<file path="src/rtl/mem_arb_pkg.sv">
// Shared definitions for the 2:1 memory arbiter.
// Build option: MEM_ARB_RAW_BYPASS_EN (see mem_arb_2to1.sv).
package mem_arb_pkg;

    // Default geometry of the shared mem_512x8b instance.
    localparam int unsigned AW_DEF = 9;
    localparam int unsigned DW_DEF = 8;

    // Arbitration priority state.
    typedef enum logic {
        PRI_A = 1'b0,
        PRI_B = 1'b1
    } arb_state_e;

    // Owner of the read currently returning from memory.
    typedef enum logic {
        OWN_A = 1'b0,
        OWN_B = 1'b1
    } owner_e;

endpackage

</file>
<file path="src/rtl/mem_arb_raw_chk.sv">
// Read-after-write tracker for the shared memory. The memory commits a write one
// cycle late, so a read of the same address in the following cycle would see
// stale data.
// Build option MEM_ARB_RAW_BYPASS_EN: instead of flagging hits for a stall, the
// last write data is kept and forwarded in place of the stale memory read data.
module mem_arb_raw_chk
    import mem_arb_pkg::*;
#(
    parameter int unsigned AW = AW_DEF,
    parameter int unsigned DW = DW_DEF
) (
    input  logic          i_clk,
    input  logic          i_nrst,
    input  logic          i_wr_en,
    input  logic [AW-1:0] i_wr_addr,
`ifdef MEM_ARB_RAW_BYPASS_EN
    input  logic [DW-1:0] i_wr_data,
    input  logic          i_rd_en,
    input  logic [AW-1:0] i_rd_addr,
    output logic          o_fwd_vld,
    output logic [DW-1:0] o_fwd_data
`else
    input  logic [AW-1:0] i_a_addr,
    input  logic [AW-1:0] i_b_addr,
    output logic          o_a_hit,
    output logic          o_b_hit
`endif
);

    logic          wr_vld_q;
    logic [AW-1:0] wr_addr_q;

    // Record the write accepted in the previous cycle.
    always_ff @(posedge i_clk or negedge i_nrst) begin
        if (!i_nrst) begin
            wr_vld_q  <= 1'b0;
            wr_addr_q <= '0;
        end else begin
            wr_vld_q <= i_wr_en;
            if (i_wr_en) begin
                wr_addr_q <= i_wr_addr;
            end
        end
    end

`ifdef MEM_ARB_RAW_BYPASS_EN
    logic [DW-1:0] wr_data_q;
    logic          fwd_vld_q;
    logic [DW-1:0] fwd_data_q;
    logic          rd_hit;

    // A granted read that hits the pending write must take the forwarded data.
    always_comb begin
        rd_hit = i_rd_en && wr_vld_q && (i_rd_addr == wr_addr_q);
    end

    // Hold write data, then latch it for the return cycle of a hitting read.
    always_ff @(posedge i_clk or negedge i_nrst) begin
        if (!i_nrst) begin
            wr_data_q  <= '0;
            fwd_vld_q  <= 1'b0;
            fwd_data_q <= '0;
        end else begin
            if (i_wr_en) begin
                wr_data_q <= i_wr_data;
            end
            fwd_vld_q <= rd_hit;
            if (rd_hit) begin
                fwd_data_q <= wr_data_q;
            end
        end
    end

    assign o_fwd_vld  = fwd_vld_q;
    assign o_fwd_data = fwd_data_q;
`else
    // Address match against the pending write, per requester.
    always_comb begin
        o_a_hit = wr_vld_q && (i_a_addr == wr_addr_q);
        o_b_hit = wr_vld_q && (i_b_addr == wr_addr_q);
    end
`endif

endmodule

</file>
<file path="src/rtl/mem_arb_2to1.sv">
// Two-port arbiter in front of a single mem_512x8b. Port A normally has priority;
// port B gets forced priority after STARVE_LIM consecutive refused cycles.
// Build option MEM_ARB_RAW_BYPASS_EN: forward write data instead of stalling a
// same-address read in the cycle after a write.
module mem_arb_2to1
    import mem_arb_pkg::*;
#(
    parameter int unsigned AW         = AW_DEF,
    parameter int unsigned DW         = DW_DEF,
    parameter int unsigned STARVE_LIM = 4
) (
    input  logic          i_clk,
    input  logic          i_nrst,
    input  logic          i_a_req,
    input  logic          i_a_we,
    input  logic [AW-1:0] i_a_addr,
    input  logic [DW-1:0] i_a_wdata,
    output logic          o_a_gnt,
    output logic          o_a_rvalid,
    output logic [DW-1:0] o_a_rdata,
    input  logic          i_b_req,
    input  logic          i_b_we,
    input  logic [AW-1:0] i_b_addr,
    input  logic [DW-1:0] i_b_wdata,
    output logic          o_b_gnt,
    output logic          o_b_rvalid,
    output logic [DW-1:0] o_b_rdata,
    output logic [AW-1:0] o_mem_addr,
    output logic          o_mem_we,
    output logic [DW-1:0] o_mem_wdata,
    output logic          o_mem_re,
    input  logic [DW-1:0] i_mem_rdata
);

    localparam logic [3:0] STARVE_LIM_W = 4'(STARVE_LIM);

    arb_state_e    state_q, state_d;
    logic [3:0]    starve_q, starve_d;
    logic          rvalid_q;
    owner_e        owner_q;
    logic          a_stall, b_stall;
    logic          a_ok, b_ok;
    logic          a_gnt, b_gnt;
    logic [DW-1:0] rd_data;

`ifdef MEM_ARB_RAW_BYPASS_EN
    logic          fwd_vld;
    logic [DW-1:0] fwd_data;

    mem_arb_raw_chk #(
        .AW(AW),
        .DW(DW)
    ) u_raw_chk (
        .i_clk      (i_clk),
        .i_nrst     (i_nrst),
        .i_wr_en    (o_mem_we),
        .i_wr_addr  (o_mem_addr),
        .i_wr_data  (o_mem_wdata),
        .i_rd_en    (o_mem_re),
        .i_rd_addr  (o_mem_addr),
        .o_fwd_vld  (fwd_vld),
        .o_fwd_data (fwd_data)
    );

    assign a_stall = 1'b0;
    assign b_stall = 1'b0;
    assign rd_data = fwd_vld ? fwd_data : i_mem_rdata;
`else
    logic a_hit, b_hit;

    mem_arb_raw_chk #(
        .AW(AW),
        .DW(DW)
    ) u_raw_chk (
        .i_clk     (i_clk),
        .i_nrst    (i_nrst),
        .i_wr_en   (o_mem_we),
        .i_wr_addr (o_mem_addr),
        .i_a_addr  (i_a_addr),
        .i_b_addr  (i_b_addr),
        .o_a_hit   (a_hit),
        .o_b_hit   (b_hit)
    );

    // Only reads are held off by a pending same-address write.
    assign a_stall = a_hit & ~i_a_we;
    assign b_stall = b_hit & ~i_b_we;
    assign rd_data = i_mem_rdata;
`endif

    // Grant selection: priority holder wins, the other port takes any idle slot.
    always_comb begin
        a_ok  = i_a_req & ~a_stall;
        b_ok  = i_b_req & ~b_stall;
        a_gnt = 1'b0;
        b_gnt = 1'b0;
        case (state_q)
            PRI_A: begin
                a_gnt = a_ok;
                b_gnt = b_ok & ~a_ok;
            end
            PRI_B: begin
                b_gnt = b_ok;
                a_gnt = a_ok & ~b_ok;
            end
            default: ;
        endcase
        a_gnt = a_gnt & i_nrst;
        b_gnt = b_gnt & i_nrst;
    end

    // Starvation counter and priority state next-state logic.
    always_comb begin
        state_d  = state_q;
        starve_d = starve_q;
        case (state_q)
            PRI_A: begin
                if (i_b_req && !b_gnt) begin
                    starve_d = (starve_q == 4'hF) ? starve_q : starve_q + 4'd1;
                end else begin
                    starve_d = '0;
                end
                if (starve_d >= STARVE_LIM_W) begin
                    state_d = PRI_B;
                end
            end
            PRI_B: begin
                if (b_gnt || !i_b_req) begin
                    state_d  = PRI_A;
                    starve_d = '0;
                end
            end
            default: begin
                state_d  = PRI_A;
                starve_d = '0;
            end
        endcase
    end

    // Arbitration state and read-return tracking registers.
    always_ff @(posedge i_clk or negedge i_nrst) begin
        if (!i_nrst) begin
            state_q  <= PRI_A;
            starve_q <= '0;
            rvalid_q <= 1'b0;
            owner_q  <= OWN_A;
        end else begin
            state_q  <= state_d;
            starve_q <= starve_d;
            rvalid_q <= o_mem_re;
            owner_q  <= b_gnt ? OWN_B : OWN_A;
        end
    end

    // Memory interface mux driven by the granted port; idle drives all zeros.
    always_comb begin
        o_mem_addr  = '0;
        o_mem_wdata = '0;
        o_mem_we    = 1'b0;
        o_mem_re    = 1'b0;
        if (a_gnt) begin
            o_mem_addr  = i_a_addr;
            o_mem_wdata = i_a_wdata;
            o_mem_we    = i_a_we;
            o_mem_re    = ~i_a_we;
        end else if (b_gnt) begin
            o_mem_addr  = i_b_addr;
            o_mem_wdata = i_b_wdata;
            o_mem_we    = i_b_we;
            o_mem_re    = ~i_b_we;
        end
    end

    // Handshake outputs and read data steering to the owning port.
    always_comb begin
        o_a_gnt    = a_gnt;
        o_b_gnt    = b_gnt;
        o_a_rvalid = rvalid_q && (owner_q == OWN_A);
        o_b_rvalid = rvalid_q && (owner_q == OWN_B);
        o_a_rdata  = o_a_rvalid ? rd_data : '0;
        o_b_rdata  = o_b_rvalid ? rd_data : '0;
    end

endmodule

</file>
<file path="config.mk">
export PLATFORM = sky130hd
export DESIGN_NAME = mem_arb_2to1
export DESIGN_NICKNAME = d
export VERILOG_FILES = /design/src/rtl/mem_arb_pkg.sv /design/src/rtl/mem_arb_raw_chk.sv /design/src/rtl/mem_arb_2to1.sv
export SDC_FILE = /design/constraint.sdc
export NUM_CORES = 1
export LEC_CHECK = 0
export ABC_AREA = 0
export CAP_MARGIN = 10
export CORE_MARGIN = 10
export CORE_UTILIZATION = 37
export DETAILED_ROUTE_END_ITERATION = 10
export PLACE_DENSITY = 0.8
export SLEW_MARGIN = 0
export SYNTH_ARGS = -nofsm -noshare
export SYNTH_HDL_FRONTEND = slang
export SYNTH_HIERARCHICAL = 1
export SYNTH_SLANG_ARGS = --single-unit
</file>
<file path="constraint.sdc">
create_clock -name i_clk -period 3.2 [get_ports i_clk]
set_clock_uncertainty 0.1 [all_clocks]
set_input_delay 0.32 -clock i_clk [delete_from_list [all_inputs] [get_ports i_clk]]
set_output_delay 0.32 -clock i_clk [all_outputs]
set_load 0.05 [all_outputs]
</file>
Word level (Yosys, flattened, before mapping):

Cells that the tools add are included.

* $add $sub $neg: 1
* magnitude comparators: 1
* eq/ne operators: 4
* multiplexer cells: 21
* bitwise operators: 16
* reduce and logical (&&, ||, !) cells: 8

Operators with widths (number)
* $mux 8: 4
* $eq 9x9->1: 2
* $mux 9: 2
* $mux 4: 4
* $and 1x1->1: 8
* $not 1->1: 8
* $pmux 4 s2: 1
* $mux 1: 7
* $pmux 1 s2: 3
* $logic_and 1x1->1: 5
* $add 4x1->4 const B: 1
* $eq 4x4->1 const B: 1
* $ge 4x3->1 const B: 1
* $logic_not 1->1: 2
* $ne 2x1->1 const B: 1
* $logic_or 1x1->1: 1

* register bits: 17
* input bits: 48
* output and inout bits: 39
* logic and storage cells: 57

Longest topological paths before layout:

* depth after elaboration: 16
* gate-level depth with buffers: 10
* mapped depth without buffers: 8

Modules after synthesis:

Netlist, hierarchy kept.

By module, submodules not included
* mem_arb_2to1: times used 1, cells each 126, area an instance 859.6 µm², seq. area each 175.2 µm²
* mem_arb_raw_chk: times used 1, cells each 46, area an instance 564.3 µm², seq. area each 250.2 µm²

Worst setup path before layout:

No wires, ideal clock.

* kind: register to register
* start point: reg u_raw_chk.wr_addr_q[1]
* end point: reg u_raw_chk.wr_addr_q[6]
* setup time: 125 ps
* arrival: 2806 ps
* data required time: 2975 ps
* path slack: 168 ps
* stages on the path, launching flop included: 10
* path buffers: 2
* period minus slack after synthesis: 3032 ps
* cells stage by stage: dfrtp_1 -> xnor2_1 -> nand4_1 -> nor3_2 -> nand2b_1 -> a31o_1 -> buf_6 -> o22ai_1 -> buf_4 -> mux2_2

* elaborated cells between the ends (all ways): 22
* those cells by class: eq/ne (2); mux (6); bitwise (12); reduce/logical (2)

RTL lines
* start, declared: line mem_arb_raw_chk.sv:31 `logic [AW-1:0] wr_addr_q;`
* start signal, assigned: line mem_arb_raw_chk.sv:41 `wr_addr_q <= i_wr_addr;`
* $eq 9x9->1 *: line mem_arb_raw_chk.sv:80 `o_b_hit = wr_vld_q && (i_b_addr == wr_addr_q);`
* $logic_and 1x1->1 *: line mem_arb_raw_chk.sv:80
* via b_hit: line mem_arb_2to1.sv:69 `logic a_hit, b_hit;`
* $and 1x1->1 *: line mem_arb_2to1.sv:87 `assign b_stall = b_hit & ~i_b_we;`
* $not 1->1 *: line mem_arb_2to1.sv:94 `b_ok = i_b_req & ~b_stall;`
* $and 1x1->1 *: line mem_arb_2to1.sv:94
* $and 1x1->1 / $not 1->1 (equally long branches): line mem_arb_2to1.sv:100, mem_arb_2to1.sv:104
* $pmux 1 s2 / $and 1x1->1 (equally long branches): line mem_arb_2to1.sv:97, mem_arb_2to1.sv:104
* $and 1x1->1 / $pmux 1 s2 (equally long branches): line mem_arb_2to1.sv:109, mem_arb_2to1.sv:97
* $mux 1 / $and 1x1->1 (equally long branches): line mem_arb_2to1.sv:166, mem_arb_2to1.sv:108
* $mux 1 *: line mem_arb_2to1.sv:161 `if (a_gnt) begin`
* via o_mem_we: line mem_arb_2to1.sv:29 `output logic o_mem_we,`

The timed path passes the listed nets; every way through them passes the cells marked *.
A chain may end at the register's enable or synchronous reset.

Worst setup path in the final report:

* start point: in i_a_addr[7]
* end point: out o_mem_addr[3]

* longest elaborated chain between the ends: 11
* elaborated cells between the ends (all ways): 14
* those cells by class: eq/ne (1); mux (4); bitwise (8); reduce/logical (1)

Ends and longest elaborated chain
* start, declared: line mem_arb_2to1.sv:16 `input logic [AW-1:0] i_a_addr,`
* $eq 9x9->1 *: line mem_arb_raw_chk.sv:79 `o_a_hit = wr_vld_q && (i_a_addr == wr_addr_q);`
* $logic_and 1x1->1 *: line mem_arb_raw_chk.sv:79
* via a_hit: line mem_arb_2to1.sv:69
* $and 1x1->1 *: line mem_arb_2to1.sv:86 `assign a_stall = a_hit & ~i_a_we;`
* $not 1->1 *: line mem_arb_2to1.sv:93 `a_ok = i_a_req & ~a_stall;`
* $and 1x1->1 *: line mem_arb_2to1.sv:93
* $not 1->1: line mem_arb_2to1.sv:100 `b_gnt = b_ok & ~a_ok;`
* $and 1x1->1: line mem_arb_2to1.sv:100
* $pmux 1 s2: line mem_arb_2to1.sv:97 `case (state_q)`
* $and 1x1->1: line mem_arb_2to1.sv:109 `b_gnt = b_gnt & i_nrst;`
* $mux 9: line mem_arb_2to1.sv:166 `end else if (b_gnt) begin`
* $mux 9 *: line mem_arb_2to1.sv:161
* end, declared: line mem_arb_2to1.sv:28 `output logic [AW-1:0] o_mem_addr,`

Marked as above.

==> impl_metrics.csv <==
group,metric,value,unit
status,run_status,"finished, final reports clean",
synth,synthMuxAreaShare,0.08524,
sta,timing.slew.headroom,0.6287,
power,p_per_area,345.5,nW/um^2
setup_path,cp_max_fo,9,
setup_path,crit_type,"input pin to primary output",
routing,drc_errors,0,
synth,yosys_warnings,6,
setup_path,path_common_cell,"buf_4",
setup_path,worst_path_largest_cell_delay,0.51,ns
layout,layout_common_cells,"64 x clkdlybuf4s50_1, 39 x nand2_1, 24 x buf_4",
sta,fmax,341.8,MHz
synth,yosys.area_share.xor_xnor,0.1107,
setup_path,path_buf_inv,3,
clock_tree,root_buffer,"clkbuf_8",
floorplan,die_w,82.04,microns
routing,drtIter0Drc,44,
setup_path,end_kind,"primary output",
global_routing,grt_max_degree,21,
power,ir_drop,0.2335,mV
layout,drive_gt1_frac,0.1783,
setup_path,required,2.78,ns
sta,holdWs,0.4012,ns
sta,rsz0062_at_grt,"false",
floorplan,die_y,82.04,microns
placed_design,gp_congestion,0.8838,
clock_tree,cts_resized,0,
clock_tree,clockBufferDepth,2,
synth,netlist_instances,172,
synth,syn_avg_cell_area,8.278,sq um
synth,synth_compound_area_frac,0.1450,
sta,hold_viol_final,0,
synth,synth_ff_type,"dfrtp_1",
setup_path,startpoint_type,"input pin",
floorplan,core.rowCount,22,
routing,finalWirelength,4.906,mm
placed_design,numPortBuffers,86,
sta,period_share,0.9143,
setup_path,path_delay_family,"buffers and inverters",
placed_design,hpwl,4.032,mm
floorplan,die-area,6730,sq um
floorplan,coreArea,3689,sq um
synth,synth_top_family_by_area,"simple AND/OR/NAND/NOR gates",
sta,period_minus_slack,2.926,ns
routing,vias_per_cell,5.095,
sta,slew_viol_final,0,
floorplan,start_util,0.3860,
clock_tree,clk_latency,0.25,ns
min_path,hp-class,"input pin to async pin",
clock_tree,htree_levels,1,
clock_tree,cts_num_sinks,17,
layout,areaGrowthSynthToFinish,64.76,%
clock_tree,numCtsBuffers,3,
layout,n_antenna_cell,0,
power,p_leak,0.0009975,uW
routing,wl_per_cell,16.03,microns
flow_run,maxCapViolations,0,
synth,syn-cell-area,1424,sq um
sta,final.setup.tns,0,ns
clock_tree,clkTransAtPathRegs,0.07,ns
setup_path,worst_ep_arrival_time,2.51,ns
global_routing,grt_usage,0.1431,
synth,synth_seq_cells,17,
synth,ys_types,33,
global_routing,grt_busiest_layer,"met2",
layout,layout.nets,308,
floorplan,ios,87,
global_routing,use_met1,0.1663,
global_routing,grt-ovfl-total,0,
layout,final_util,0.6360,
synth,synthAdderAreaFrac,0.008787,
setup_path,path_cells,"clkdlybuf4s50_1 > xnor2_1 > nand4_1 > nor3_1 > nor2b_2 > nand2b_4 > a31o_1 > buf_4 > o22ai_1 > buf_4",
global_routing,antenna_found_initial,0,
routing,postRouteAntennaNets,0,
sta,setup_viol,0,
global_routing,grt_util_met2,0.2531,
global_routing,met3_usage,0.03057,
routing,vias,1559,
synth,ys_seq_area_frac,0.2988,
synth,synthSimpleGateAreaFrac,0.3014,
global_routing,grt_pass1_wl,7.603,mm
setup_path,crit_slowest_cell,"clkdlybuf4s50_1",
clock_tree,cts_tree,"yes",
synth,async_flop_share,1.000,
layout,layout.cells.most_common,"clkdlybuf4s50_1",
synth,synth_edf_count,0,
routing,drt_pass1_iterations,4,
synth,syn-num-nets,221,
sta,max_slew.worst_pin.slew,0.5543,ns
global_routing,grt_pass1_vias,1530,
==> worst paths after layout <==
path / from / to / slack, ns / cells after the start
worst max-delay path: i_a_addr[7] / o_mem_addr[3] / 0.27 / 10
worst min-delay path: i_nrst / u_raw_chk/wr_addr_q[7]$_DFFE_PN0P_ / 0.40 / 2
worst max register to register: u_raw_chk/wr_addr_q[4]$_DFFE_PN0P_ / u_raw_chk/wr_addr_q[0]$_DFFE_PN0P_ / 0.75 / 8
worst min register to register: u_raw_chk/wr_addr_q[6]$_DFFE_PN0P_ / u_raw_chk/wr_addr_q[6]$_DFFE_PN0P_ / 0.48 / 1
max in group asynchronous: i_nrst / u_raw_chk/wr_addr_q[1]$_DFFE_PN0P_ / 2.05 / 3
min in group i_clk: u_raw_chk/wr_addr_q[6]$_DFFE_PN0P_ / u_raw_chk/wr_addr_q[6]$_DFFE_PN0P_ / 0.48 / 1
==> worst register-to-register path, cell delays in order (launching register included) <==
cell	delay (ns)
dfrtp_1	0.42
xnor2_1	0.17
nand4_1	0.14
nor3_1	0.19
nor2b_2	0.26
o211ai_4	0.24
o22ai_1	0.23
buf_4	0.24
mux2_2	0.36
==> layer usage <==
layer,share of wire,vias to the layer above
li1,-,777
met3,0.091,6
met4,0.015,0
met5,0,-
met2,0.47,66
met1,0.42,710
==> logic make-up (layout without fill, tap and decap cells) <==
logic type,count (synthesis),after routing
buf+inv,13,99
xor+xnor,18,18
compound gates,28,28
fa+ha+maj,1,1
flops,17,17
simple gates,84,84
mux,11,11
==> registers in the layout, indices dropped and copies added, names as in the netlist <==
signal and flops:
rvalid_q 1, state_q 1, u_raw_chk/wr_addr_q 9, starve_q 4
u_raw_chk/wr_vld_q 1, owner_q 1
==> final cells by class <==
type | instances | area, sq um
Clock buffer | 3 | 41.29
Multi-Input combinational cell | 142 | 927.1
Fill cell | 330 | 1343
Inverter | 3 | 11.26
Clock inverter | 1 | 5.005
Timing Repair Buffer | 92 | 875.8
Sequential cell | 17 | 425.4
Tap cell | 48 | 60.06
==> synthesized netlist by cell type (2+ instances only) <==
master | count | area share
buf_2 | 3 | 0.011
nor2_1 | 5 | 0.013
xnor2_1 | 18 | 0.11
mux2_2 | 9 | 0.071
nand2b_1 | 3 | 0.013
mux2i_1 | 2 | 0.014
a211oi_1 | 2 | 0.011
nand2b_4 | 2 | 0.019
nor2b_1 | 2 | 0.0088
dfrtp_1 | 17 | 0.30
inv_1 | 3 | 0.0079
o22ai_1 | 18 | 0.079
clkbuf_1 | 4 | 0.011
and3_1 | 8 | 0.035
and2_1 | 9 | 0.040
nand4_1 | 5 | 0.022
nor3_1 | 3 | 0.011
nand2_1 | 39 | 0.10
buf_6 | 2 | 0.016
nand3_1 | 5 | 0.018
==> repair_timing <==
action,4_1_cts,5_1_grt
hold endpoints to repair,7,0
hold buffers,1,0
setup buffers,0,0
==> through the flow <==
step | std cells | worst slack [ns] | power, uW | cell area [sq um]
floorplan | 172 | 0.1683 | 508.5 | 1424
global placement | 301 | 0.3409 | 645.9 | 2290
detailed placement | 301 | 0.3294 | 650.2 | 2290
CTS | 306 | 0.3025 | 813.7 | 2346
global route | 306 | 0.1005 | 854.6 | 2346
finish | 306 | 0.2744 | 810.6 | 2346
==> where the power goes <==
| group | total (uW) | internal, uW | switching [uW] |
|---|---|---|---|
| combinational | 370 | 173 | 197 |
| clock | 163 | 86.4 | 76.4 |
| sequential | 277 | 243 | 34.8 |
Note: power is estimated with default switching activity, not from simulation.
